File: src/rtl/p2s_rr_arbiter.sv
// Purpose  : round-robin share of one p2s serializer among M parallel-word requesters.
// Latency  : accept c0, p2s handshake c1, bits c2..c(N+1), done c(N+2), next accept c(N+3).
// Backpress: p2s_par_ready low holds the word in OFFER; a serial-side stall just lengthens SERIAL.
//
// Ports
//   clk, rstn      rising-edge clock, asynchronous active-low reset
//   req_valid[M]   requester i has a word on req_data[i*N +: N]
//   req_ready[M]   one-hot accept, only asserted in IDLE (combinational from state, ptr, req_valid)
//   p2s_par_*      parallel-side handshake toward the serializer; data comes from the hold register
//   chan_id        channel being offered/serialized, 0 when idle
//   busy           high whenever a word is owned (OFFER or SERIAL)
//   done[M]        one-cycle one-hot pulse when the owned word has left the serializer

module p2s_rr_arbiter #(
    parameter int N  = 4,
    parameter int M  = 3,
    localparam int CW = $clog2(M)
) (
    input  logic            clk,
    input  logic            rstn,
    input  logic [M-1:0]    req_valid,
    input  logic [M*N-1:0]  req_data,
    output logic [M-1:0]    req_ready,
    input  logic            p2s_par_ready,
    output logic            p2s_par_valid,
    output logic [N-1:0]    p2s_par_data,
    output logic [CW-1:0]   chan_id,
    output logic            busy,
    output logic [M-1:0]    done
);

    typedef enum logic [1:0] {
        ST_IDLE   = 2'd0,
        ST_OFFER  = 2'd1,
        ST_SERIAL = 2'd2
    } state_t;

    // M expressed in the width used for the wrap-around sum below.
    localparam logic [CW:0] M_W = (CW+1)'(M);

    state_t          state, state_nxt;
    logic [CW-1:0]   ptr;     // highest-priority channel for the next grant
    logic [CW-1:0]   gnt;     // channel that owns the current word
    logic [N-1:0]    hold;    // captured word, stable for the whole OFFER/SERIAL span

    logic            any_vld;
    logic [CW-1:0]   pick;
    logic            accept;
    logic            finish;

    function automatic logic [M-1:0] onehot(input logic [CW-1:0] idx);
        logic [M-1:0] v;
        v      = '0;
        v[idx] = 1'b1;
        return v;
    endfunction

    // Round-robin scan starting at ptr. The sum is one bit wider than ptr so
    // that wrapping modulo a non-power-of-two M is a single subtract.
    always_comb begin
        logic [CW:0]   sum;
        logic [CW-1:0] idx;
        any_vld = 1'b0;
        pick    = '0;
        sum     = '0;
        idx     = '0;
        for (int k = 0; k < M; k++) begin
            sum = {1'b0, ptr} + (CW+1)'(k);
            if (sum >= M_W) begin
                sum = sum - M_W;
            end
            idx = sum[CW-1:0];
            if (!any_vld && req_valid[idx]) begin
                any_vld = 1'b1;
                pick    = idx;
            end
        end
    end

    // The grant is taken the same cycle it is offered; it never waits on p2s.
    assign accept = (state == ST_IDLE) && any_vld;

    // p2s raises par_ready again only once it has shifted the whole word out
    // and returned to its receive state; the cycle after the handshake it is
    // guaranteed low, so seeing it high in SERIAL marks completion.
    assign finish = (state == ST_SERIAL) && p2s_par_ready;

    always_comb begin
        state_nxt = state;
        case (state)
            ST_IDLE: begin
                if (any_vld) begin
                    state_nxt = ST_OFFER;
                end
            end
            ST_OFFER: begin
                if (p2s_par_ready) begin
                    state_nxt = ST_SERIAL;
                end
            end
            ST_SERIAL: begin
                if (p2s_par_ready) begin
                    state_nxt = ST_IDLE;
                end
            end
            default: begin
                state_nxt = ST_IDLE;
            end
        endcase
    end

    always_ff @(posedge clk or negedge rstn) begin
        if (!rstn) begin
            state <= ST_IDLE;
        end else begin
            state <= state_nxt;
        end
    end

    always_ff @(posedge clk or negedge rstn) begin
        if (!rstn) begin
            hold <= '0;
            gnt  <= '0;
        end else if (accept) begin
            hold <= req_data[pick*N +: N];
            gnt  <= pick;
        end
    end

    // Priority moves to the channel after the one just served, so a channel
    // that keeps requesting waits at most M-1 words.
    always_ff @(posedge clk or negedge rstn) begin
        if (!rstn) begin
            ptr <= '0;
        end else if (finish) begin
            ptr <= (gnt == CW'(M-1)) ? '0 : gnt + CW'(1);
        end
    end

    // rstn gates the combinational outputs so that nothing is accepted or
    // reported while reset is held, even with requests pending.
    always_comb begin
        req_ready = '0;
        done      = '0;
        if (rstn && accept) begin
            req_ready = onehot(pick);
        end
        if (rstn && finish) begin
            done = onehot(gnt);
        end
    end

    // par_valid is dropped in SERIAL so the serializer cannot restart on the
    // same word when it comes back to its receive state.
    assign p2s_par_valid = (state == ST_OFFER);
    assign p2s_par_data  = hold;
    assign chan_id       = (state == ST_IDLE) ? '0 : gnt;
    assign busy          = (state != ST_IDLE);

    a_req_ready_onehot : assert property (@(posedge clk) disable iff (!rstn)
        $onehot0(req_ready));
    a_done_onehot : assert property (@(posedge clk) disable iff (!rstn)
        $onehot0(done));
    a_no_ready_when_busy : assert property (@(posedge clk) disable iff (!rstn)
        busy |-> (req_ready == '0));

endmodule
File: config.mk
export PLATFORM = sky130hd
export DESIGN_NAME = p2s_rr_arbiter
export DESIGN_NICKNAME = d
export VERILOG_FILES = /design/src/rtl/p2s_rr_arbiter.sv
export SDC_FILE = /design/constraint.sdc
export NUM_CORES = 1
export LEC_CHECK = 0
export CELL_PAD_IN_SITES_DETAIL_PLACEMENT = 1
export CELL_PAD_IN_SITES_GLOBAL_PLACEMENT = 1
export CORE_ASPECT_RATIO = 1.75
export CORE_MARGIN = 2
export CORE_UTILIZATION = 31
export DETAILED_ROUTE_END_ITERATION = 8
export PLACE_DENSITY = 0.86
export SLEW_MARGIN = 10
export SYNTH_ARGS = -nofsm -noshare
export SYNTH_HDL_FRONTEND = slang
export SYNTH_SLANG_ARGS = --single-unit
File: constraint.sdc
create_clock -name clk -period 2.6 [get_ports clk]
set_input_delay 0.52 -clock clk [delete_from_list [all_inputs] [get_ports clk]]
set_output_delay 0.52 -clock clk [all_outputs]
set_load 0.02 [all_outputs]
== After elaboration in Yosys (flattened, before gate mapping) ==
Cells that the tools add are included.

* Bits in registers: 10
* Output and inout bits: 14
* Word-level logic and storage cells: 67

* Order comparisons: 10
* Shift-type cells: 1
* Reduce and logical (&&, ||, !) cells: 13
* Add/sub/neg operators: 6
* Eq/ne operators: 6
* Multiplexer cells: 27

{| class="wikitable"
|+ Operators with widths
! kind !! count
|-
| $mux 2 || 11
|-
| $lt 2x3->1 const B || 5
|-
| $shiftx 12x5->4 || 1
|-
| $logic_and 1x1->1 || 8
|-
| $mux 1 || 8
|-
| $bmux 1 s2 || 3
|-
| $ge 3x2->1 const B || 2
|-
| $mux 3 || 2
|-
| $ne 2x2->1 const B || 3
|-
| $pmux 2 s3 || 1
|-
| $sub 2x2->2 const B || 3
|-
| $demux 1 s2 || 2
|-
| $eq 2x2->1 const B || 2
|-
| $ge 2x1->1 const B || 2
|-
| $add 2x1->3 const B || 1
|-
| $add 2x2->3 const B || 1
|-
| $reduce_and 3->1 || 1
|-
| $add 2x1->2 const B || 1
|-
| $eq 2x1->1 const B || 1
|-
| $ge 2x2->1 const B || 1
|-
| $logic_not 1->1 || 2
|-
| $logic_not 2->1 || 1
|-
| $reduce_bool 2->1 || 1
|}

== Longest topological paths before layout ==
Gate-level depths: netlist of the first run.

* Depth in word-level cells: 16
* Gate-level depth with buffers: 9
* Depth with buffers taken out: 8

== Worst setup path before layout of the first run ==
No wires, ideal clock.

* Path type: register to output
* From: register ptr[0]
* To: output port req_ready[0]
* Required time: 2,080 ps
* Cell stages (with the launch flop): 10
* Arrival time: 2,118 ps
* Buffers on the path: 1
* Setup slack: -38 ps
* Cells stage by stage: dfrtp_1 inv_1 ha_1 buf_4 mux2i_1 o22ai_1 nand2b_4 o211ai_4 or2_2 nor2b_1

* Longest elaborated chain between the ends: 16
* Elaborated cells between the ends (all ways): 35

{| class="wikitable"
|+ Ends and longest elaborated chain
! item !! RTL line !! source
|-
| start: declaration || 42 || <nowiki>logic [CW-1:0] ptr;</nowiki>
|-
| start signal: assignment || 136 || <nowiki>ptr <= (gnt == CW'(M-1)) ? '0 : gnt + CW'(1);</nowiki>
|-
| branches (longest 15 deep; another with $add 2x1->3) || -- ||
|-
| $mux 3 (*) || 145 || <nowiki>if (rstn && accept) begin</nowiki>
|-
| end: declaration || 23 || <nowiki>output logic [M-1:0] req_ready,</nowiki>
|}

Mark *: on every way between the ends. The select of a mux whose other input is x is not followed.

== Worst setup path in the final report of the first run ==
* From: register ptr[1]
* To: output port req_ready[2]

Same word-level chain as after synthesis.

==> impl_results.md, run 1 <==
- Status: finished with violations
- Failing checks: setup timing
- CTS H-tree depth: 1
- Sink Count: 10
- F_max: around 380 MHz
- Syn_nets: 114
- Post-synthesis async set-or-reset flop share: 1.00
- Top cell type by total area after synthesis: dfrtp_1
- Clk_skew: around 0.0029 ns
- Hold worst-path end: p2s_par_data[0]
- Most common cell after layout, fill and taps aside: buf_4
- Vias in the first global route: ~1100
- WL per Instance: about 17 um
- WHS Path Cells: 2
- Startpoint Class: flop
- Hold Crit Class: reg -> reg
- Hold slack: between 0.5 and 0.6 ns
- Ys Warns: 0
- Via count: 966
- Relative slew margins: 0.818
- Unrepaired setup endpoints after global routing: yes
- ANT cells: 0
- PwrDens: about 1300 mW/mm^2
- Slew Viols, Final: 0
- Cells after synthesis: a little over 90
- Register-to-register setup slack: between 0.3 and 0.4 ns
- Crit-path most repeated cell: buf_4
- CP Max Fanout: 4
- Slowest cell on the critical path: dfrtp_1
- Hold Crit Start: p2s_par_data[0]
- Layout cells sized above 1: 0.415
- GP Congestion: 0.868
- Synthesized cell area: approximately 810 um^2
- CP Capture Type: primary output
- CTS tree: yes
- CP Class: reg -> out
- Number of top-level pins: 32
- R2R cell count: 11
- CTS buffer count: 3
- Avg Inst Size Synth: 8.81 um^2
- Remaining DRCs: 0
- CP required: approximately 2.1 ns
- Vias per cell: around 5.2
- Post-synth EDFFs: 0
- Final WL: 3180 um
- First-pass GRT wire length: 5330 um
- DP HPWL: between 2000 and 2500 um
- VDD IR-drop max: between 600 and 700 uV
- Fin crit share: 1.01
- Total GRT Usage: 0.238
- Fillers: about 280
- Initial antenna violation count: 0
- Core Rows: 24
- Kind of cell adding the most delay to the critical path: flip-flops
- Detailed Route Iter0 Violations: 7
- Maxcap violations: 0
- Leak: about 0.00072 uW
- Die width: roughly 43 um
- Crit-path max cell delay: ~0.41 ns
- DIE HEIGHT: 71.7 um
- CTS max path bufs: 2
- Top cells by area, synth: dfrtp_1, mux2i_1, ha_1
- Area Overhead vs Synth: 93.1%
- Area after DPL: about 0.0014 mm^2
- Top FF cell, synth: dfrtp_1
- Largest net degree at the start of global routing: 11
- Worst Tran Pin Value: about 0.27 ns
- WP data arrival: around 2.1 ns
- Library cells used by synthesis: 31
- Minimum clock period after layout: between 2 and 3 ns
- Yosys reg bits: 10
- Drt first pass iters: 4
- Final antenna-violating net count: 0
- Die ar.: 0.00306 mm^2
- Fin. Hold Viols: 0
- Final nets: 182
- Critical R2R Capture: p2s_par_data[3]
- Most frequent cells in the layout: buf_4, clkdlybuf4s50_1, nand2_1, dfrtp_1, inv_1
- Synth top area share: 0.309
- Initial Util: 0.325
- Global route overflow: 0
- Clk Latency, worst-skew pair: roughly 0.24 ns
- FF-to-FF Start: ptr[1]
- Sequential area share after synthesis: 0.309
- Endpoints failing setup: 3
- Clock tree root buffer cell: clkbuf_8
- Final worst setup slack: -0.0223 ns
- Post-CTS Hold Buffers: 0
- Clk slew on worst S/H paths: about 0.05 ns
- Critical path cell sequence: ha_4 > mux2i_2 > o22ai_2 > nand2b_4 > buf_4 > o311ai_4 > nor2_1 > buf_4
- # port buffers: 31
- CP bufs+invs: 2
- Core area: between 0.002 and 0.0025 mm^2
- Fin area: between 0.0015 and 0.002 mm^2
[synth_stat cells, types with 2 or more instances]
cell type / n
nor2_1: 6
or2_2: 2
nand2b_1: 3
inv_1: 12
mux2i_1: 6
o21ai_0: 7
dfrtp_1: 10
nand3b_1: 2
nor3b_1: 2
ha_1: 4
nand2_1: 13
o221ai_1: 4
nor2b_1: 3
[registers in the layout, summed over array words and instances, names as in the netlist]
signal	cells
p2s_par_data	4
ptr	2
state	2
gnt	2
[worst min-delay path, stage by stage, from the launching register on]
cell	delay, ns
dfrtp_1	0.34
nand2_1	0.05
o221ai_1	0.06
[cells by family (layout without fill, tap and decap cells)]
family	count (synthesis)	count (layout)	share of synthesized area
muxes	7	7	0.0910
and+or+nand+nor	36	36	0.241
buffers and inverters	13	80	0.0648
adders and majority gates	4	4	0.0617
AOI/OAI and AO/OA	22	22	0.233
DFF	10	10	0.309
[power by group]
group	total, uW	internal (uW)	switching, uW
registers	289	229	60.0
logic	1470	754	718
clock network	197	133	64.0
total	1960	1120	842
[how the worst max path moves through the flow]
stage          depth (start not counted)      endpoint  slack, ns    startpoint
2_1_floorplan                          9  req_ready[0]       0.04        ptr[0]
3_3_place_gp                           8  req_ready[1]      -0.57  req_valid[1]
3_5_place_dp                           8  req_ready[1]      -0.71  req_valid[1]
4_1_cts                               11  req_ready[2]      -0.12        ptr[1]
5_1_grt                               10  req_ready[2]      -0.10        ptr[1]
6_report                               8  req_ready[2]      -0.02        ptr[1]
[per-stage QoR]
| step | total power (uW) | worst slack (ns) | TNS, ns | util | instances |
|---|---|---|---|---|---|
| after floorplan | 936 | 0.0418 | 0 | - | 92 |
| after global placement | 1430 | -0.567 | -1.87 | 0.543 | 175 |
| after detailed placement | 1500 | -0.713 | -2.35 | 0.543 | 175 |
| after CTS | 1910 | -0.120 | -0.332 | 0.613 | 187 |
| after global routing | 2090 | -0.102 | -0.294 | 0.628 | 185 |
| final | 1960 | -0.0223 | -0.0596 | 0.628 | 185 |
[cell type report]
class	instances	area (um^2)	area share
Clock buffer	4	55.1	0.0352
Timing Repair Buffer	64	558	0.357
Inverter	12	50.0	0.0320
Multi-Input combinational cell	69	619	0.396
Sequential cell	10	250	0.160
Tap cell	26	32.5	0.0208
[what timing repair did]
item,in CTS,in global routing
setup endpoints to repair,6,3
gates resized for setup,39,14
setup buffers,8,1
pin swaps,8,13
[per-layer routing]
| layer | up-vias | share of wire | global-route usage |
|---|---|---|---|
| li1 | 458 | - | - |
| met2 | 24 | 0.57 | 0.434 |
| met3 | 9 | 0.025 | 0.0252 |
| met4 | 0 | 0.038 | 0.160 |
| met1 | 475 | 0.36 | 0.244 |
| met5 | - | 0 | 0 |
No activity file was read; power rests on OpenSTA's default activity.
==> inputs of run 2 (changes only) <==
--- a/config.mk
+++ b/config.mk
@@ -12,6 +12,7 @@
 export CORE_UTILIZATION = 31
 export DETAILED_ROUTE_END_ITERATION = 8
 export PLACE_DENSITY = 0.86
+export RECOVER_POWER = 50
 export SLEW_MARGIN = 10
 export SYNTH_ARGS = -nofsm -noshare
 export SYNTH_HDL_FRONTEND = slang
==> run 2 against run 1 <==
  * The flow still finishes with violations (setup timing)
  * Combinational power hardly changed
  * Cell count stayed put
  * Clock power hardly changed
  * Utilization is 0.30 points lower
  * First-iteration DRC count is 71% higher
  * Die area stayed put
  * Worst hold slack worse by 0.0044 ns
  * Non-clock buffer count stayed put
  * Via count is 0.62% lower
  * Flip-flop and latch count stayed put
  * Routed wire length hardly changed
  * Sequential share of layout area is 0.077 points higher
==> impl_results.md, run 2 (synthesized netlist as in run 1, its figures left out) <==
- Relative slew margins: 0.636
- Core area: around 0.0025 mm^2
- CP required: around 2.1 ns
- Startpoint Class: flop
- Final nets: 182
- GRT met2 Usage: 0.434
- GR met1 Demand/Resource: 0.244
- Vias per cell: about 5.2
- Die width: about 43 um
- Unrepaired setup endpoints after global routing: yes
- Initial Util: 0.325
- Sw power: approximately 840 uW
- Switch share: 0.432
- Non-Filler Instances: around 190
- GP Congestion: just under 0.9
- CTS H-tree depth: 1
- DIE HEIGHT: 71.7 um
- # port buffers: 31
- Clock tree root buffer cell: clkbuf_8
- Layout cells sized above 1: 0.403
- Maxcap violations: 0
- Failing checks: setup timing
- Comb pwr share: 0.751
- Sink Count: 10
- DP HPWL: around 2500 um
- Number of flip-flops under the largest register name: 4
- Endpoints failing setup: 3
- Drt first pass iters: 4
- Final worst setup slack: -0.0251 ns
- CTS tree: yes
- Worst Tran Pin Value: between 0.5 and 0.6 ns
- PwrDens: roughly 1300 mW/mm^2
- Leak: between 0.0007 and 0.0008 uW
- Total GRT Usage: 0.238
- F_max: ~380 MHz
- Fillers: 283
- Final WL: approximately 3200 um
- Clk slew on worst S/H paths: around 0.05 ns
- CP Class: reg -> out
- Largest net degree at the start of global routing: 11
- Total Power: 1950 uW
- Most frequent cells in the layout: buf_4, clkdlybuf4s50_1, nand2_1, dfrtp_1, inv_1
- Fin crit share: 1.01
- WP data arrival: between 2 and 2.5 ns
- P_int: ~1100 uW
- Area Overhead vs Synth: 92.1%
- GRT busiest layer: met2
- Reg power frac: 0.148
- Hold Crit Class: reg -> reg
- Clk_skew: around 0.0024 ns
- Vias in the first global route: 1106
- GR Layer Usage met3: 0.0252
- CP Max Fanout: 4
- ANT cells: 0
- Clk Latency, worst-skew pair: roughly 0.24 ns
- Most common cell after layout, fill and taps aside: buf_4
- Initial antenna violation count: 0
- Via count: 960
- Core Rows: 24
- VDD IR-drop max: between 600 and 700 uV
- Worst slack, placed: -0.713 ns
- Placed cells: around 180
- CTS max path bufs: 2
- Global route overflow: 0
- CP Capture Type: primary output
- Number of top-level pins: 32
- Post-CTS Hold Buffers: 0
- Die ar.: between 0.003 and 0.004 mm^2
- Slew Viols, Final: 0
- Minimum clock period after layout: around 2.6 ns
- CTS buffer count: 3
- WL per Instance: roughly 17 um
- Clock group share of total power: 0.101
- Final antenna-violating net count: 0
- Fin. Hold Viols: 0
- Remaining DRCs: 0
- Final core occ: 0.625
- Detailed Route Iter0 Violations: 12
- First-pass GRT wire length: roughly 5300 um
- Status: finished with violations
==> run 2: cell type report <==
cell class | instances | area [um^2] | share of cell area
multi-input cells | 69 | 619 | 0.398
repair buffers | 64 | 551 | 0.353
flip-flops and latches | 10 | 250 | 0.161
clock buffers | 4 | 55.1 | 0.0353
inverters | 12 | 50.0 | 0.0321
well taps | 26 | 32.5 | 0.0209
==> run 2: power by group through the flow <==
stage / Combinational (uW) / Sequential [uW] / Clock, uW
global route: 1580 / 300 / 208
global placement: 1150 / 280 / 0
floorplan: 621 / 315 / 0
detailed placement: 1220 / 287 / 0
finish: 1460 / 288 / 198
CTS: 1420 / 288 / 205
==> run 2: per-layer routing <==
layer / wire [um] / vias up
met4: 117 / 0
met5: 0 / -
met2: 1820 / 25
met3: 83 / 9
li1: - / 456
met1: 1160 / 470
==> run 2: metrics by stage <==
| step | TNS, ns | hold slack [ns] | cell area [um^2] |
|---|---|---|---|
| floorplan | 0 | 0.224 | 816 |
| global placement | -1.87 | 0.474 | 1350 |
| detailed placement | -2.35 | 0.490 | 1350 |
| CTS | -0.332 | 0.502 | 1530 |
| global route | -0.311 | 0.529 | 1560 |
| finish | -0.0612 | 0.497 | 1560 |
==> run 2: timing repair <==
item | in CTS | in global routing
pin swaps | 8 | 13
endpoints found under the setup margin | 6 | 3
setup buffers | 8 | 1
resized for setup | 39 | 14
==> run 2: worst paths after layout <==
kind,startpoint,endpoint,slack (ns),cells past startpoint
worst max register to register,ptr[1],p2s_par_data[3],0.36,11
worst max-delay path,ptr[1],req_ready[2],-0.03,8
max in group asynchronous,rstn,ptr[0],1.43,2
worst min-delay path,p2s_par_data[1],p2s_par_data[1],0.50,2
min in group asynchronous,rstn,p2s_par_data[3],0.81,2
worst min register to register,p2s_par_data[1],p2s_par_data[1],0.50,2
==> run 2: worst max-delay path: stages (launching register included) <==
cell and delay (ns):
dfrtp_1 0.41, ha_4 0.32, mux2i_2 0.23, o22ai_2 0.11, nand2b_4 0.17, buf_4 0.15, o311ai_4 0.24, nor2_1 0.08
buf_4 0.16
